[config.mk]
export PLATFORM = sky130hd
export DESIGN_NAME = cpeta_err_profiler
export DESIGN_NICKNAME = d
export VERILOG_FILES = /design/src/rtl/cpeta_err_profiler.sv
export SDC_FILE = /design/constraint.sdc
export NUM_CORES = 1
export LEC_CHECK = 0
export BUFFER_PORTS_ARGS = -buffer_cell sky130_fd_sc_hd__buf_2
export CAP_MARGIN = 0
export CORE_ASPECT_RATIO = 0.75
export CORE_MARGIN = 3
export CORE_UTILIZATION = 61
export CTS_CLUSTER_DIAMETER = 80
export CTS_CLUSTER_SIZE = 16
export DETAILED_ROUTE_END_ITERATION = 7
export GPL_TIMING_DRIVEN = 0
export PLACE_DENSITY = 0.79
export SLEW_MARGIN = 20
export SYNTH_ARGS = -nofsm -noshare
export SYNTH_HDL_FRONTEND = slang
export SYNTH_HIERARCHICAL = 1
export SYNTH_SLANG_ARGS = --single-unit
[constraint.sdc]
create_clock -name clk -period 6.27 [get_ports clk]
set_clock_uncertainty 0.05 [all_clocks]
set_input_delay 0.9405 -clock clk [delete_from_list [all_inputs] [get_ports clk]]
set_output_delay 0.9405 -clock clk [all_outputs]
set_load 0.02 [all_outputs]
[src/rtl/cpeta_err_profiler.sv]
// Error profiler for a 16-bit CPETA approximate adder: LFSR operand source, 3-stage compare pipe, error statistics.
// Optional build macro CPETA_PROF_SAT_EN makes sum_ed saturate instead of wrap.

// CPETA: exact upper byte with a 2-bit carry predictor, error-tolerant lower byte
// (from the highest bit where both operands are 1 downward, result bits are forced to 1).
module cpeta (
  input  logic [15:0] i_a,
  input  logic [15:0] i_b,
  output logic [15:0] o_sum
);
  logic [7:0] w_gen;
  logic [7:0] w_fill;
  logic       w_carry;

  assign w_gen = i_a[7:0] & i_b[7:0];

  // NOTE: every bit of w_fill is assigned on every pass, so no latch is inferred.
  always_comb begin
    w_fill[7] = w_gen[7];
    for (int i = 6; i >= 0; i--) begin
      w_fill[i] = w_fill[i+1] | w_gen[i];
    end
  end

  assign w_carry = w_gen[7] | ((i_a[7] | i_b[7]) & w_gen[6]);
  assign o_sum   = {i_a[15:8] + i_b[15:8] + {7'd0, w_carry},
                    (i_a[7:0] ^ i_b[7:0]) | w_fill};
endmodule

module cpeta_err_profiler #(
  parameter int N     = 16,
  parameter int ACC_W = 32
) (
  input  logic             clk,
  input  logic             rst,
  input  logic             start,
  input  logic [15:0]      num_samples,
  input  logic [31:0]      seed,
  output logic             busy,
  output logic             done,
  output logic [15:0]      err_count,
  output logic [ACC_W-1:0] sum_ed,
  output logic [15:0]      max_ed
);
  typedef enum logic [1:0] {
    S_IDLE,
    S_RUN,
    S_DRAIN,
    S_DONE
  } state_t;

  localparam logic [31:0] LFSR_TAPS = 32'h8020_0003;

  state_t           r_state;
  state_t           w_next;
  logic             w_accept;
  logic             w_issue;

  logic [15:0]      r_m;
  logic [15:0]      r_issued;
  logic [31:0]      r_lfsr;

  logic             r_v1;
  logic [N-1:0]     r_a;
  logic [N-1:0]     r_b;
  logic             r_v2;
  logic [N-1:0]     r_approx;
  logic [N-1:0]     r_exact;

  logic             r_done;
  logic [15:0]      r_err_count;
  logic [ACC_W-1:0] r_sum_ed;
  logic [15:0]      r_max_ed;

  logic [N-1:0]     w_approx;
  logic [N-1:0]     w_ed;
  logic [ACC_W-1:0] w_sum_next;
  logic [31:0]      w_lfsr_next;

  cpeta u_cpeta (
    .i_a   (r_a),
    .i_b   (r_b),
    .o_sum (w_approx)
  );

  assign w_lfsr_next = (r_lfsr >> 1) ^ (r_lfsr[0] ? LFSR_TAPS : 32'd0);
  assign w_ed        = (r_exact >= r_approx) ? (r_exact - r_approx) : (r_approx - r_exact);

`ifdef CPETA_PROF_SAT_EN
  localparam int EXT_W = ((ACC_W > N) ? ACC_W : N) + 1;
  logic [EXT_W-1:0] w_sum_ext;
  assign w_sum_ext  = EXT_W'(r_sum_ed) + EXT_W'(w_ed);
  // Any bit above ACC_W means the add overflowed; once all-ones, it stays there.
  assign w_sum_next = (|w_sum_ext[EXT_W-1:ACC_W]) ? {ACC_W{1'b1}} : w_sum_ext[ACC_W-1:0];
`else
  assign w_sum_next = r_sum_ed + ACC_W'(w_ed);
`endif

  always_comb begin
    w_next   = r_state;
    w_accept = 1'b0;
    w_issue  = 1'b0;
    case (r_state)
      S_IDLE, S_DONE: begin
        if (start) begin
          w_accept = 1'b1;
          w_next   = (num_samples == 16'd0) ? S_DONE : S_RUN;
        end
      end
      S_RUN: begin
        w_issue = 1'b1;
        if (r_issued + 16'd1 == r_m) w_next = S_DRAIN;
      end
      // Leave once the last sample has moved past the compare stage.
      S_DRAIN: if (!r_v1) w_next = S_DONE;
      default: w_next = S_IDLE;
    endcase
  end

  // NOTE: state registers use non-blocking assignments so every flop samples pre-edge values.
  always_ff @(posedge clk) begin
    if (rst) begin
      r_state     <= S_IDLE;
      r_done      <= 1'b0;
      r_m         <= '0;
      r_issued    <= '0;
      r_lfsr      <= 32'd1;
      r_v1        <= 1'b0;
      r_a         <= '0;
      r_b         <= '0;
      r_v2        <= 1'b0;
      r_approx    <= '0;
      r_exact     <= '0;
      r_err_count <= '0;
      r_sum_ed    <= '0;
      r_max_ed    <= '0;
    end else begin
      r_state <= w_next;
      r_done  <= (w_next == S_DONE) && ((r_state != S_DONE) || w_accept);
      if (w_accept) begin
        r_m         <= num_samples;
        r_lfsr      <= (seed == 32'd0) ? 32'd1 : seed;
        r_issued    <= '0;
        r_v1        <= 1'b0;
        r_v2        <= 1'b0;
        r_err_count <= '0;
        r_sum_ed    <= '0;
        r_max_ed    <= '0;
      end else begin
        r_v1 <= w_issue;
        if (w_issue) begin
          r_a      <= r_lfsr[31:16];
          r_b      <= r_lfsr[15:0];
          r_lfsr   <= w_lfsr_next;
          r_issued <= r_issued + 16'd1;
        end
        r_v2 <= r_v1;
        if (r_v1) begin
          r_approx <= w_approx;
          r_exact  <= r_a + r_b;
        end
        if (r_v2) begin
          if (w_ed != '0) r_err_count <= r_err_count + 16'd1;
          r_sum_ed <= w_sum_next;
          if (w_ed > r_max_ed) r_max_ed <= w_ed;
        end
      end
    end
  end

  assign busy      = (r_state == S_RUN) || (r_state == S_DRAIN);
  assign done      = r_done;
  assign err_count = r_err_count;
  assign sum_ed    = r_sum_ed;
  assign max_ed    = r_max_ed;
endmodule

==> impl_metrics.py, run 1 <==
metrics = {
    "route": {
        "routed_wl_mm": 33.5,
        "ant_nets": 0,
        "avgRoutedWirePerCell_um": 17.5,
        "drt-pass1-iter-count": 5,
        "route.vias.total": 11500,
        "drt_iter0_drc": 902,
        "via_per_inst": 6.02,
        "drcViolationCount": 0,
    },
    "power": {
        "irDropWorstVdd_uv": 289,
        "power.density_nw_per_um2": 343,
        "p_total_mw": 4.76,
        "cellLeakagePower_nw": 5.70,
    },
    "synth": {
        "synth_common_cells": "197 x dfxtp_1, 186 x nand2_1, 157 x nor2_1",
        "synth_cells": 1512,
        "yosysUniqueCellTypes": 85,
        "netlist_area_sq_um": 12400,
        "synth_ff_type": "dfxtp_1",
        "synthTopCellsByArea": "dfxtp_1 32%, ha_1 9.8%, mux2i_1 7.6%",
        "async_flop_share_pct": 0,
        "ys_seq_elements": 197,
        "synth-edff-count": 0,
        "yosys_warnings": 6,
        "syn-num-nets": 1666,
        "synth.top_cell.area_share_pct": 31.9,
        "synth.most_common_cell": "dfxtp_1",
        "synth-seq-area-share_pct": 31.9,
        "syn_avg_cell_area_sq_um": 8.19,
        "synth_top_area_cell": "dfxtp_1",
    },
    "floorplan": {
        "num_io_pins": 117,
        "initial_core_util_pct": 63.0,
        "core_area_sq_um": 19700,
        "die_h_um": 129,
        "die-area_sq_um": 22100,
        "fp.dieW_um": 170,
        "rows": 44,
    },
    "clocking": {
        "numCtsBuffers": 17,
        "cts_hold_buffers": 0,
        "postCtsSetupRepairBufs": 0,
        "cts_tree": "yes",
        "clkTransAtPathRegs_ps": 70,
        "cts_max_path_buffers": 2,
        "htreeDepth": 4,
        "cts_resized": 0,
        "cts_root_buf": "clkbuf_16",
        "clock_sinks": 197,
        "clock_latency_ps": 460,
    },
    "setup_path": {
        "worstSetupEndpoint": "max_ed[0]",
        "reg2reg_depth": 19,
        "required_ps": 6560,
        "reg2reg_from": "r_approx[1]",
        "worstSetupStartpoint": "r_approx[1]",
        "arrival_ps": 6030,
        "r2r-end": "max_ed[0]",
        "critPathLaunchType": "register",
        "critPathCaptureType": "register",
        "r2r_slack_ps": 530,
        "path_max_fanout": 10,
        "worst-setup-path-type": "register to register",
    },
    "global_route": {
        "grt_pass1_vias": 10500,
        "grt_use_total_pct": 29.7,
        "overflow": 0,
        "grt_start_max_net_pins": 20,
        "antenna_found_initial": 0,
        "grt_pass1_wl_mm": 52.9,
    },
    "timing": {
        "max_freq_mhz": 174,
        "setup_tns_ps": 0,
        "tightest_slew_ps": 1030,
        "setup_violations": 0,
        "drv_slew": 0,
        "fin_crit_sh_pct": 91.6,
        "final.setup.worst_slack_ps": 526,
        "fin_crit_ps": 5740,
        "max-slew-margin-rel_pct": 30.9,
        "whs_ps": 418,
        "rsz0062_at_grt": "no",
        "finalHoldViolations": 0,
    },
    "finish": {
        "fin_area_sq_um": 13900,
        "final_layout_size_suffix_gt1_share_pct": 11.9,
        "syn_to_final_growth_pct": 12.0,
        "final_nets": 1800,
        "num_antenna_cells": 0,
    },
    "placement": {
        "routabilityCongestion": 0.954,
        "hpwl_mm": 25.5,
        "post-place-ws_ps": 735,
        "numPortBuffers": 115,
        "place_area_sq_um": 13300,
    },
    "run": {
        "cap_violations": 0,
    },
    "run_status": {
        "status": "finished, final reports clean",
    },
    "min_path": {
        "hold_class": "register to register",
    },
}
kinds of logic after synthesis:
| kind of cell | share of synthesized area, % |
|---|---|
| DFF | 31.9 |
| AOI/OAI and AO/OA | 16.9 |
| buffers and inverters | 4.94 |
| muxes | 7.60 |
| and+or+nand+nor | 21.9 |
| adders and majority gates | 10.9 |
| xor gates and xnor gates | 5.94 |
where the power goes:
group	leakage [nW]	switching, mW	internal (mW)
registers	1.60	0.112	1.37
logic	3.82	1.31	0.839
clock network	0.284	0.566	0.566
total	5.70	1.98	2.77
stage by stage:
| stage | instances | util [%] |
|---|---|---|
| global placement | 1880 | 67.5 |
| global route | 1912 | 70.5 |
| CTS | 1912 | 70.5 |
| detailed placement | 1880 | 67.5 |
| floorplan | 1512 | - |
| finish | 1912 | 70.5 |
how the worst min path moves through the flow:
| stage | start | to | slack, ps | cells past startpoint |
|---|---|---|---|---|
| 2_1_floorplan | r_approx[15] | r_approx[15] | 390 | 2 |
| 3_3_place_gp | r_approx[15] | r_approx[15] | 400 | 2 |
| 3_5_place_dp | r_approx[15] | r_approx[15] | 410 | 2 |
| 4_1_cts | r_approx[15] | r_approx[15] | 420 | 2 |
| 5_1_grt | r_approx[15] | r_approx[15] | 450 | 2 |
| 6_report | r_approx[15] | r_approx[15] | 420 | 2 |
registers in the layout, summed over array words and instances (netlist names):
signal,flops
sum_ed,32
r_a,16
r_approx,16
done,1
max_ed,16
r_m,16
r_lfsr,32
r_v2,1
r_exact,16
r_state,2
r_v1,1
r_issued,16
err_count,16
r_b,16
worst max-delay path: stages (launching register included):
cell and delay, ps:
dfxtp_1 420, inv_1 110, ha_1 310, nor2b_1 150, o21ai_1 100, a21oi_1 400, o21ai_1 370, o211ai_1 290
a31oi_1 110, a21oi_1 240, xor2_1 630, ha_1 380, nand4_1 110, nor3_1 60, a221o_1 310, a31oi_1 130
buf_1 460, clkbuf_1 620, nor2_1 120, a211oi_1 260
layout make-up:
cell class,instances,area [sq um]
fillers,1685,5800
clock inverters,15,163
clock buffers,17,425
flip-flops and latches,197,3940
plain buffers,74,330
well taps,253,317
repair buffers,115,576
multi-input cells,1166,7820
inverters,75,282
placed cells by master, fill, tap and decap left out, types with 49 or more instances in the layout:
cell type,instances
dfxtp_1,197
clkbuf_1,49
nor2_1,157
buf_2,124
mux2i_1,94
nand2_1,186
inv_1,74
o21ai_0,71
a21oi_1,109
ha_1,97
routing by layer:
| metal | track usage (%) | vias to the layer above | routed length [um] |
|---|---|---|---|
| li1 | - | 5581 | - |
| met1 | 43.5 | 5524 | 16000 |
| met2 | 45.5 | 370 | 14800 |
| met3 | 6.40 | 29 | 2430 |
| met4 | 5.48 | 0 | 261 |
| met5 | 0 | - | 0 |
(Power assumes the default switching activity.)
==> run 2: changes to the inputs <==
--- a/config.mk
+++ b/config.mk
@@ -9,12 +9,12 @@
 export CAP_MARGIN = 0
 export CORE_ASPECT_RATIO = 0.75
 export CORE_MARGIN = 3
-export CORE_UTILIZATION = 61
+export CORE_UTILIZATION = 55
 export CTS_CLUSTER_DIAMETER = 80
 export CTS_CLUSTER_SIZE = 16
 export DETAILED_ROUTE_END_ITERATION = 7
 export GPL_TIMING_DRIVEN = 0
-export PLACE_DENSITY = 0.79
+export PLACE_DENSITY = 0.75
 export SLEW_MARGIN = 20
 export SYNTH_ARGS = -nofsm -noshare
 export SYNTH_HDL_FRONTEND = slang
==> constraint.sdc (replaced) <==
create_clock -name clk -period 5.2 [get_ports clk]
set_clock_uncertainty 0.05 [all_clocks]
set_input_delay 0.78 -clock clk [delete_from_list [all_inputs] [get_ports clk]]
set_output_delay 0.78 -clock clk [all_outputs]
set_load 0.02 [all_outputs]
==> run 2 against run 1 <==
  * Clock power increased by 18%
  * Cell area increased by 1.0%
  * Register-to-register slack got worse by 370 ps
  * Flip-flop and latch count unchanged
  * Sequential share of layout area decreased by 0.29 points
  * Via count decreased by 1.3%
  * Largest power group unchanged
  * Critical path type unchanged
  * Worst hold slack got worse by 4.0 ps
  * Cell count increased by 2.0%
  * Die area increased by 10%
  * Fmax increased by 14%
  * Count of clock-buffer cells in the layout increased by 2
  * First-iteration DRC count decreased by 7.1%
==> impl_metrics.py, run 2 (same netlist as run 1, synthesis figures left out) <==
metrics = {
    "run_status": {
        "status": "finished, final reports clean",
    },
    "clocking": {
        "cts_max_path_buffers": 2,
        "clock_sinks": 197,
        "cts_tree": "yes",
        "cts_root_buf": "clkbuf_16",
        "clkTransAtPathRegs_ps": 80,
        "cts_hold_buffers": 0,
        "clock_latency_ps": 450,
        "numCtsBuffers": 17,
        "htreeDepth": 4,
    },
    "setup_path": {
        "required_ps": 5470,
        "worstSetupStartpoint": "r_exact[0]",
        "worst-setup-path-type": "register to register",
        "path_cells": "inv_1, ha_1, fa_1, nand3b_2, nand2_1, o21a_2, o211a_4, buf_6, nor3_1, a2111oi_4, ha_1, or3_1, o21ai_0, a21oi_1, a211oi_2, nor3_2, a211o_1, a21oi_2, and3b_1, xnor2_1, nor2_1",
        "critPathCaptureType": "register",
        "r2r_slack_ps": 160,
        "reg2reg_from": "r_exact[0]",
        "path_max_fanout": 10,
        "path_common_cell": "ha_1",
        "critPathLaunchType": "register",
        "arrival_ps": 5320,
        "cp_slowest_stage_delay_ps": 520,
        "cp_slowest_cell": "a2111oi_4",
    },
    "min_path": {
        "hold_class": "register to register",
        "hold_path_startpoint": "r_approx[15]",
    },
    "power": {
        "p_seq_share_pct": 31.1,
        "combPwrFrac_pct": 45.7,
        "clkPwrFrac_pct": 23.2,
        "irDropWorstVdd_uv": 343,
        "swShare_pct": 41.2,
        "p_int_mw": 3.37,
        "p_switching_mw": 2.36,
        "power.density_nw_per_um2": 410,
        "cellLeakagePower_nw": 5.74,
    },
    "global_route": {
        "overflow": 0,
        "grt_pass1_wl_mm": 53.6,
        "gr-max-usage-layer": "met2",
        "grtUsageMet2_pct": 41.5,
        "grt_use_total_pct": 27.4,
        "met1_usage_pct": 40.0,
        "antenna_found_initial": 0,
        "grt_start_max_net_pins": 19,
        "use_met3_pct": 5.81,
        "grt_pass1_vias": 10400,
    },
    "floorplan": {
        "fp.dieW_um": 179,
        "num_io_pins": 117,
        "core_area_sq_um": 21600,
        "die-area_sq_um": 24400,
        "die_h_um": 136,
        "initial_core_util_pct": 57.2,
        "rows": 46,
    },
    "finish": {
        "num-fill-cells": 1924,
        "fin_cells": 1950,
        "syn_to_final_growth_pct": 13.1,
        "num_antenna_cells": 0,
        "layout_commonest_cell": "dfxtp_1",
        "final_nets": 1803,
        "final_cell_mix": "197 x dfxtp_1, 186 x nand2_1, 155 x nor2_1",
        "final_layout_size_suffix_gt1_share_pct": 12.9,
        "fin_area_sq_um": 14000,
    },
    "route": {
        "via_per_inst": 5.82,
        "route.vias.total": 11400,
        "drt-pass1-iter-count": 6,
        "ant_nets": 0,
        "drt_iter0_drc": 838,
        "avgRoutedWirePerCell_um": 17.3,
        "routed_wl_mm": 33.7,
        "drcViolationCount": 0,
    },
    "placement": {
        "hpwl_mm": 25.9,
        "place_inst": 1915,
        "routabilityCongestion": 0.901,
        "place_area_sq_um": 13300,
        "numPortBuffers": 115,
    },
    "timing": {
        "fin_crit_sh_pct": 97.0,
        "setup_violations": 0,
        "setup_tns_ps": 0,
        "tightest_slew_ps": 1040,
        "finalHoldViolations": 0,
        "fin_crit_ps": 5040,
        "rsz0062_at_grt": "yes",
        "max-slew-margin-rel_pct": 30.7,
        "drv_slew": 0,
        "max_freq_mhz": 198,
    },
    "run": {
        "cap_violations": 0,
    },
}
[run 2: layer usage]
metal	wire length, um	part of all wire [%]
met1	16300	48
met2	14600	43
met3	2300	6.8
met4	419	1.2
met5	0	0
[run 2: path summary, 6_finish.rpt]
| path | end | depth (start not counted) |
|---|---|---|
| max | sum_ed[24] | 21 |
| min reg2reg | r_approx[15] | 2 |
| max reg2reg | sum_ed[24] | 21 |
| min | r_approx[15] | 2 |
[run 2: what timing repair did]
action                     CTS  global route
setup endpoints to repair   18            28
gates resized for setup      9            16
buffers inserted             0             3
pin swaps                    0             1
[run 2: cell type report]
cell class / count / area, sq um / share of cell area, %
timing repair buffer: 118 / 598 / 4.27
buffer: 74 / 339 / 2.42
clock inverter: 13 / 139 / 0.992
inverter: 75 / 282 / 2.01
multi-input combinational: 1166 / 7900 / 56.5
sequential: 197 / 3940 / 28.2
clock buffer: 19 / 433 / 3.09
tap: 288 / 360 / 2.57
[run 2: worst max-delay path, delay by kind of cell, from the launching register on]
family / cells / cell delay (ps)
AOI/OAI and AO/OA: 8 / 2020
DFF: 1 / 370
adders and majority gates: 3 / 980
xor gates and xnor gates: 1 / 140
and+or+nand+nor: 7 / 1150
buffers and inverters: 2 / 200
[run 2: power by group through the flow]
stage / sequential, mW / clock [mW] / combinational, mW
after floorplan: 1.78 / 0 / 1.87
after global placement: 1.81 / 0 / 2.44
after detailed placement: 1.82 / 0 / 2.50
after CTS: 1.78 / 1.34 / 2.54
after global routing: 1.80 / 1.40 / 2.87
final: 1.79 / 1.33 / 2.62
[run 2: stage by stage]
stage	power [mW]	hold slack, ps	utilization (%)	worst slack, ps
after floorplan	3.65	386	-	602
after global placement	4.26	396	61.5	-251
after detailed placement	4.31	401	61.5	-352
after CTS	5.66	411	64.3	95.7
after global routing	6.07	427	64.7	-30.5
final	5.74	414	64.7	155
